<file path="src/rtl/dt_res_packer_if.sv">
// Result-path bus between the distance-map packer, the res RAM read port
// and the packed-word write port, plus frame control and statistics.
interface dt_res_packer_if;
  logic        start;
  logic        res_rd;
  logic [13:0] res_addr;
  logic [7:0]  res_di;
  logic        pk_wr;
  logic [9:0]  pk_addr;
  logic [15:0] pk_do;
  logic [7:0]  max_dist;
  logic [14:0] set_cnt;
  logic        busy;
  logic        done;

  modport master (
    input  start, res_di,
    output res_rd, res_addr, pk_wr, pk_addr, pk_do, max_dist, set_cnt, busy, done
  );

  modport slave (
    output start, res_di,
    input  res_rd, res_addr, pk_wr, pk_addr, pk_do, max_dist, set_cnt, busy, done
  );
endinterface

</file>
<file path="src/rtl/dt_res_packer.sv">
// Reads the 128x128 distance map back from the res RAM, thresholds it into a
// 1-bit image packed 16 pixels per word (first pixel in bit 15) and keeps stats.
module dt_res_packer #(
  parameter logic [7:0] THRESH = 8'd1,
  parameter int         PIX_N  = 16384
) (
  input logic            clk,
  input logic            reset,
  dt_res_packer_if.master bus
);

  localparam int DATA_W = 8;
  localparam int AW     = $clog2(PIX_N);
  localparam int WAW    = AW - 4;
  localparam logic [AW-1:0]  LAST_PIX  = AW'(PIX_N - 1);
  localparam logic [WAW-1:0] LAST_WORD = WAW'(PIX_N / 16 - 1);

  typedef enum logic [1:0] {
    S_IDLE  = 2'd0,
    S_RUN   = 2'd1,
    S_DRAIN = 2'd2,
    S_DONE  = 2'd3
  } state_t;

  function automatic logic thresh_bit(input logic [DATA_W-1:0] d);
    return (d >= THRESH);
  endfunction

  function automatic logic [DATA_W-1:0] max_u(input logic [DATA_W-1:0] a,
                                               input logic [DATA_W-1:0] b);
    return (b > a) ? b : a;
  endfunction

  state_t          state_q, state_d;
  logic [AW-1:0]   addr_q, addr_d;
  logic            vld_p1_q, vld_p1_d;
  logic [AW-1:0]   idx_p1_q, idx_p1_d;
  logic [14:0]     shift_q, shift_d;
  logic [7:0]      max_q, max_d;
  logic [14:0]     cnt_q, cnt_d;
  logic            pk_wr_q, pk_wr_d;
  logic [WAW-1:0]  pk_addr_q, pk_addr_d;
  logic [15:0]     pk_do_q, pk_do_d;

  logic            rd;
  logic            start_acc;
  logic            cap_bit;

  // State register
  always_ff @(posedge clk or posedge reset) begin
    if (reset) state_q <= S_IDLE;
    else       state_q <= state_d;
  end

  // Next-state logic; DONE accepts start exactly like IDLE.
  always_comb begin
    state_d = state_q;
    case (state_q)
      S_IDLE, S_DONE: if (bus.start) state_d = S_RUN;
      S_RUN:          if (addr_q == LAST_PIX) state_d = S_DRAIN;
      S_DRAIN:        if (pk_wr_q && (pk_addr_q == LAST_WORD)) state_d = S_DONE;
      default:        state_d = S_IDLE;
    endcase
  end

  // Output logic
  always_comb begin
    rd       = (state_q == S_RUN);
    bus.busy = (state_q == S_RUN) || (state_q == S_DRAIN);
    bus.done = (state_q == S_DONE);
  end

  assign start_acc = bus.start && ((state_q == S_IDLE) || (state_q == S_DONE));
  assign cap_bit   = thresh_bit(bus.res_di);

  // Stage p0: read address generation
  always_comb begin
    addr_d   = addr_q;
    if (start_acc)                        addr_d = '0;
    else if (rd && (addr_q != LAST_PIX))  addr_d = addr_q + AW'(1);
    vld_p1_d = rd;
    idx_p1_d = addr_q;
  end

  // Stage p1: res_di valid; threshold, shift, stats and word assembly
  always_comb begin
    shift_d   = shift_q;
    max_d     = max_q;
    cnt_d     = cnt_q;
    pk_wr_d   = 1'b0;
    pk_addr_d = pk_addr_q;
    pk_do_d   = pk_do_q;
    if (start_acc) begin
      shift_d = '0;
      max_d   = '0;
      cnt_d   = '0;
    end
    if (vld_p1_q) begin
      shift_d = {shift_q[13:0], cap_bit};
      max_d   = max_u(max_q, bus.res_di);
      cnt_d   = cnt_q + 15'(cap_bit);
      if (idx_p1_q[3:0] == 4'hF) begin
        pk_wr_d   = 1'b1;
        pk_addr_d = idx_p1_q[AW-1:4];
        pk_do_d   = {shift_q, cap_bit};
      end
    end
  end

  // Stage p2: registered write port and statistics
  always_ff @(posedge clk or posedge reset) begin
    if (reset) begin
      addr_q    <= '0;
      vld_p1_q  <= 1'b0;
      idx_p1_q  <= '0;
      shift_q   <= '0;
      max_q     <= '0;
      cnt_q     <= '0;
      pk_wr_q   <= 1'b0;
      pk_addr_q <= '0;
      pk_do_q   <= '0;
    end else begin
      addr_q    <= addr_d;
      vld_p1_q  <= vld_p1_d;
      idx_p1_q  <= idx_p1_d;
      shift_q   <= shift_d;
      max_q     <= max_d;
      cnt_q     <= cnt_d;
      pk_wr_q   <= pk_wr_d;
      pk_addr_q <= pk_addr_d;
      pk_do_q   <= pk_do_d;
    end
  end

  assign bus.res_rd   = rd;
  assign bus.res_addr = addr_q;
  assign bus.pk_wr    = pk_wr_q;
  assign bus.pk_addr  = pk_addr_q;
  assign bus.pk_do    = pk_do_q;
  assign bus.max_dist = max_q;
  assign bus.set_cnt  = cnt_q;

endmodule

</file>
<file path="src/flat_wrapper.sv">
// flat-port wrapper written by rule: the top's interface ports become plain ports
module dt_res_packer_flat 
#(
  parameter logic [7:0] THRESH = 8'd1,
  parameter int         PIX_N  = 16384
)
  (clk, reset, bus_start, bus_res_di, bus_res_rd, bus_res_addr, bus_pk_wr, bus_pk_addr, bus_pk_do, bus_max_dist, bus_set_cnt, bus_busy, bus_done);
  dt_res_packer_if bus_i ();
  input logic clk;
  input logic reset;
  input wire logic [$bits(bus_i.start)-1:0] bus_start;
  input wire logic [$bits(bus_i.res_di)-1:0] bus_res_di;
  output wire logic [$bits(bus_i.res_rd)-1:0] bus_res_rd;
  output wire logic [$bits(bus_i.res_addr)-1:0] bus_res_addr;
  output wire logic [$bits(bus_i.pk_wr)-1:0] bus_pk_wr;
  output wire logic [$bits(bus_i.pk_addr)-1:0] bus_pk_addr;
  output wire logic [$bits(bus_i.pk_do)-1:0] bus_pk_do;
  output wire logic [$bits(bus_i.max_dist)-1:0] bus_max_dist;
  output wire logic [$bits(bus_i.set_cnt)-1:0] bus_set_cnt;
  output wire logic [$bits(bus_i.busy)-1:0] bus_busy;
  output wire logic [$bits(bus_i.done)-1:0] bus_done;
  assign bus_i.start = bus_start;
  assign bus_i.res_di = bus_res_di;
  assign bus_res_rd = bus_i.res_rd;
  assign bus_res_addr = bus_i.res_addr;
  assign bus_pk_wr = bus_i.pk_wr;
  assign bus_pk_addr = bus_i.pk_addr;
  assign bus_pk_do = bus_i.pk_do;
  assign bus_max_dist = bus_i.max_dist;
  assign bus_set_cnt = bus_i.set_cnt;
  assign bus_busy = bus_i.busy;
  assign bus_done = bus_i.done;
  dt_res_packer #(.THRESH(THRESH), .PIX_N(PIX_N)) u_core (.clk(clk), .reset(reset), .bus(bus_i));
endmodule
</file>
<file path="config.mk">
export PLATFORM = sky130hd
export DESIGN_NAME = dt_res_packer_flat
export DESIGN_NICKNAME = d
export VERILOG_FILES = /design/src/rtl/dt_res_packer_if.sv /design/src/rtl/dt_res_packer.sv /design/src/flat_wrapper.sv
export SDC_FILE = /design/constraint.sdc
export NUM_CORES = 1
export LEC_CHECK = 0
export CAP_MARGIN = 0
export CORE_UTILIZATION = 47
export CTS_BUF_LIST = sky130_fd_sc_hd__clkbuf_4 sky130_fd_sc_hd__clkbuf_8 sky130_fd_sc_hd__clkbuf_16
export CTS_CLUSTER_DIAMETER = 80
export DETAILED_ROUTE_END_ITERATION = 8
export GPL_ROUTABILITY_DRIVEN = 1
export GPL_TIMING_DRIVEN = 0
export PLACE_DENSITY = 0.76
export SETUP_SLACK_MARGIN = 0.1
export SYNTH_ARGS = -nofsm -noshare
export SYNTH_HDL_FRONTEND = slang
export SYNTH_SLANG_ARGS = --single-unit
</file>
<file path="constraint.sdc">
create_clock -name clk -period 3.2 [get_ports clk]
set_clock_uncertainty 0.15 [all_clocks]
set_input_delay 0.32 -clock clk [delete_from_list [all_inputs] [get_ports clk]]
set_output_delay 0.32 -clock clk [all_outputs]
set_load 0.005 [all_outputs]
</file>
-- Word level (Yosys, flattened, before mapping)
Cells that the tools add are included.
- $add $sub $neg: 2
- multipliers: 0
- div/mod/pow operators: 0
- magnitude comparators: 2
- eq/ne operators: 11
- shift-type cells: 0
- multiplexer cells: 14
- bitwise operators: 0
- reductions and logical operators: 12
- operators by type and width (kind ; number):
    2-to-1 mux 15 bit ; 3
    2-to-1 mux 14 bit ; 2
    2-to-1 mux 8 bit ; 3
    adder 15 x 1 -> 15 bit ; 1
    adder 14 x 1 -> 14 bit (second input constant) ; 1
    equality test 14 bit (second input constant) ; 1
    inequality test 14 bit (second input constant) ; 1
    equality test 10 bit (second input constant) ; 1
    >= comparator 8 x 1 -> 1 bit (second input constant) ; 1
    > comparator 8 bit ; 1
    2-to-1 mux 2 bit ; 3
    inequality test 2 bit (second input constant) ; 3
    case mux 2 bit (3 select lines) ; 1
    equality test 2 bit (second input constant) ; 2
    equality test 4 bit (second input constant) ; 1
    AND reduction 2 bit ; 2
    nonzero test 2 bit ; 2
    logical AND 1 bit ; 3
    AND reduction 3 bit ; 1
    equality test 2 x 1 -> 1 bit (second input constant) ; 1
    logical NOT 2 bit ; 1
    logical OR 1 bit ; 2
    2-to-1 mux 1 bit ; 2
    inequality test 2 x 1 -> 1 bit (second input constant) ; 1
    OR reduction 2 bit ; 1
- register bits after elaboration: 96
- latch bits: 0
- memory bits (writable): 0
- memory bits (read-only): 0
- bits of input ports: 11
- output and inout port bits: 67
- word-level logic and storage cells: 51
- memories kept: 0

-- Depth between registers and ports, before layout
- word-level depth: 5
- depth in mapped cells: 7
- mapped depth without buffers: 7

-- Worst setup path before layout
No wires, ideal clock.
- path type: reg-to-reg
- start point: register u_core.max_q[1] (netlist: u_core.bus.max_dist[1])
- end point: register u_core.max_q[1] (netlist: u_core.bus.max_dist[1])
- setup time: 0.125 ns
- arrival time: 1.773 ns
- slack: 1.152 ns
- cell stages (with the launch flop): 8
- buffers on the path: 0
- period minus slack after synthesis: 2.048 ns
- cells stage by stage: dfrtp_1 -> inv_1 -> ha_1 -> nor2b_1 -> o211ai_1 -> a21oi_1 -> o31ai_4 -> mux2_2
- cells in the longest elaborated chain, start to end: 3
- RTL lines (element ; RTL line ; RTL):
    start, declared ; dt_res_packer.sv:39 ; logic [7:0] max_q, max_d;
    start signal, assigned ; dt_res_packer.sv:127 ; max_q <= max_d;
    > comparator 8 bit ; dt_res_packer.sv:31 ; return (b > a) ? b : a;
    inequality test 2 bit (no line) ; - ;
    AND reduction 2 bit (no line) ; - ;
Every way passes these cells.
A chain may end at the register's enable or synchronous reset.

-- Final worst setup path
- start point: register u_core.state_q[0]
- end point: output port bus_busy
- cells in the longest elaborated chain, start to end: 2
- RTL lines (element ; RTL line ; RTL):
    start, declared ; dt_res_packer.sv:34 ; state_t state_q, state_d;
    start signal, assigned ; dt_res_packer.sv:52 ; else state_q <= state_d;
    equality test 2 x 1 -> 1 bit or equality test 2 bit (tied branches) ; dt_res_packer.sv:69 ; bus.busy = (state_q == S_RUN) || (state_q == S_DRAIN);
    logical OR 1 bit * ; dt_res_packer.sv:69 ;
    end, declared ; flat_wrapper.sv:20 ; output wire logic [$bits(bus_i.busy)-1:0] bus_busy;
Every way passes the cells marked *; elsewhere a longest branch is shown, timed or not.

==> metrics.txt <==
top cell type's share of synthesized area between 50% and 60%; fmax 441.6 MHz; cts hold-fix bufs 0; NumNets Final 540; worst min-delay path class in2async; CTS H-tree lvls 3; post-synth top area cell dfrtp_1; total track usage 20.14%; commonest cells after routing, fill and taps aside 125 x nand2_1, 96 x dfrtp_1, 77 x clkdlybuf4s50_1; Post-CTS Setup Bufs 0; Chip Height roughly 97 um; row cnt 34; clock latency on the worst-skew pair 0.35 ns; CTS tree built; critical path peak fanout 5; Worst-path clk slew 0.09 ns; clock buffer depth 2; headroom to the max-slew limit 65.15%; Root Driver clkbuf_8; die area roughly 0.0093 mm^2; syn nets 451; Final period util 70.77%; Area contributors post-synth dfrtp_1 57%, nand2_1 11%, ha_1 4.8%; global-route wire length before repair 15370 um; worst setup slack after layout 0.9354 ns; Synth Flop Type dfrtp_1; GR Layer Usage met1 ~27%; Synth Instances 424; endpoints failing hold 0; VDD IR max 0.4053 mV; share of cells above drive strength 1 between 7 and 8%; pin count of the biggest net entering global routing 62; P&R area growth vs syn 27.46%; DR DRC count 0; initial antenna violation count 0; final core utilization 61.59%; run status complete, no violations; CP Launch Type flop; ANT nets after route 0; core area 0.008721 mm^2; Critical Path AT between 1.5 and 2 ns; Starting Density 48.32%; RSZ-0062 raised after global routing false; Synth cell types 41; number of port buffers 77; Num CTS Buffers 9; post-layout min period roughly 2.3 ns; Routed WL 8803 um; M3 GR Usage around 3.7%; YS warnings 0; DR WL/cell 14.06 um; final instance area approximately 0.0054 mm^2; Remaining Overflow, GRT 0; Antenna Diode Count 0; kind of critical path reg2out; syn_area_per_cell about 9.9 um^2; Initial DRC Count 150; met2 Use GR between 30% and 40%; PwrDens 622.8 mW/mm^2; sequential share of the synthesized area 57.01%; GP Congestion 0.8508; I/O Pins 78; vias per cell between 5 and 6; Worst Path Required 2.73 ns; crit path capture type output port; Max Cap Viol 0; Setup WS pre-CTS 0.6176 ns; Post-synth ARST share 100.0%; Horiz. Die Dim 96.69 um; placed cell area 0.005150 mm^2; worst hold margin 0.1924 ns; GR peak layer met2; Synth Register Bits 96; synthesized area between 0.004 and 0.005 mm^2; Final Max Tran Viols 0; CTS Sinks 96; number of synthesized flops with an enable pin 0; commonest non-fill, non-tap cell in the layout nand2_1; 1st-pass router iterations 4; post-cts sizing count 0; Post-DP HPWL 6284 um; vias in the first global route 3269; Leak about 0.0024 uW; routed vias 3298; Final setup viols 0; slew at the pin closest to its max-slew limit 0.5184 ns
[cells in the mapped netlist (2+ instances only)]
master	number
clkbuf_1	10
nor2_1	21
xor2_1	3
buf_6	2
nor4_1	4
o21ai_0	32
inv_1	16
nand2_1	125
mux2i_1	3
mux2_2	8
ha_1	16
and3_1	2
o211ai_1	7
or3_1	2
a31oi_1	4
nor3_1	3
o31ai_1	5
a21oi_1	11
a211oi_1	2
xnor2_1	7
nand4_1	11
dfrtp_1	96
nand3_1	16
[routing by layer]
layer	part of all wire (%)	wire length, um
met3	3.1	270
met5	0	0
met4	1.2	103
met1	47	4122
met2	49	4307
[per-stage QoR]
| step | TNS, ns | cells | power, uW |
|---|---|---|---|
| final | 0 | 626 | 3345 |
| after global routing | 0 | 626 | 3568 |
| after CTS | 0 | 626 | 3375 |
| after detailed placement | 0 | 610 | 2503 |
| after global placement | -105.79 | 609 | 2456 |
| after floorplan | 0 | 424 | 2084 |
[final cells by class]
class                   count  area, um^2
fillers                   729        3349
flip-flops and latches     96        2402
multi-input cells         297        1675
repair buffers             78       798.3
well taps                 108       135.1
clock buffers              10       131.4
clock inverters             6       90.09
plain buffers              14       72.57
inverters                  17       66.31
[power breakdown]
part	switching [uW]	internal, uW
clock	418	454
sequential	129	1350
combinational	557	442
total	1100	2240
[critical path, stage by stage, from the launching register on]
cell and delay, ns:
dfrtp_1 0.43, inv_1 0.07, ha_1 0.31, inv_1 0.12, clkdlybuf4s50_1 0.52
[final timing paths]
path	start	end	slack [ns]	cells past startpoint
setup / recovery	u_core.state_q[0]	bus_busy	0.94	4
hold / removal	reset	u_core.bus.max_dist[3]	0.19	2
setup reg to reg	u_core.bus.max_dist[5]	u_core.bus.max_dist[5]	0.97	6
hold reg to reg	u_core.idx_p1_q[7]	u_core.bus.pk_addr[3]	0.29	2
max in group asynchronous	reset	u_core.bus.pk_addr[2]	2.07	3
min in group clk	u_core.idx_p1_q[7]	u_core.bus.pk_addr[3]	0.29	2
[state kept, by name, indices dropped and copies added, names as in the netlist, 2 cells and up]
name,cells
u_core.shift_q,15
u_core.bus.pk_addr,10
u_core.bus.pk_do,16
u_core.bus.set_cnt,15
u_core.bus.res_addr,14
u_core.bus.max_dist,8
u_core.state_q,2
u_core.idx_p1_q,14
[kinds of logic after synthesis]
family / share of synthesized area, %
flip-flops: 57.01
AO/OA/AOI/OAI: 9.739
multiplexers: 2.850
AND/OR/NAND/NOR: 20.34
adder cells (fa/ha/maj): 4.751
buffers and inverters: 3.236
XOR/XNOR: 2.079
Power figures use the tool's default switching activity.
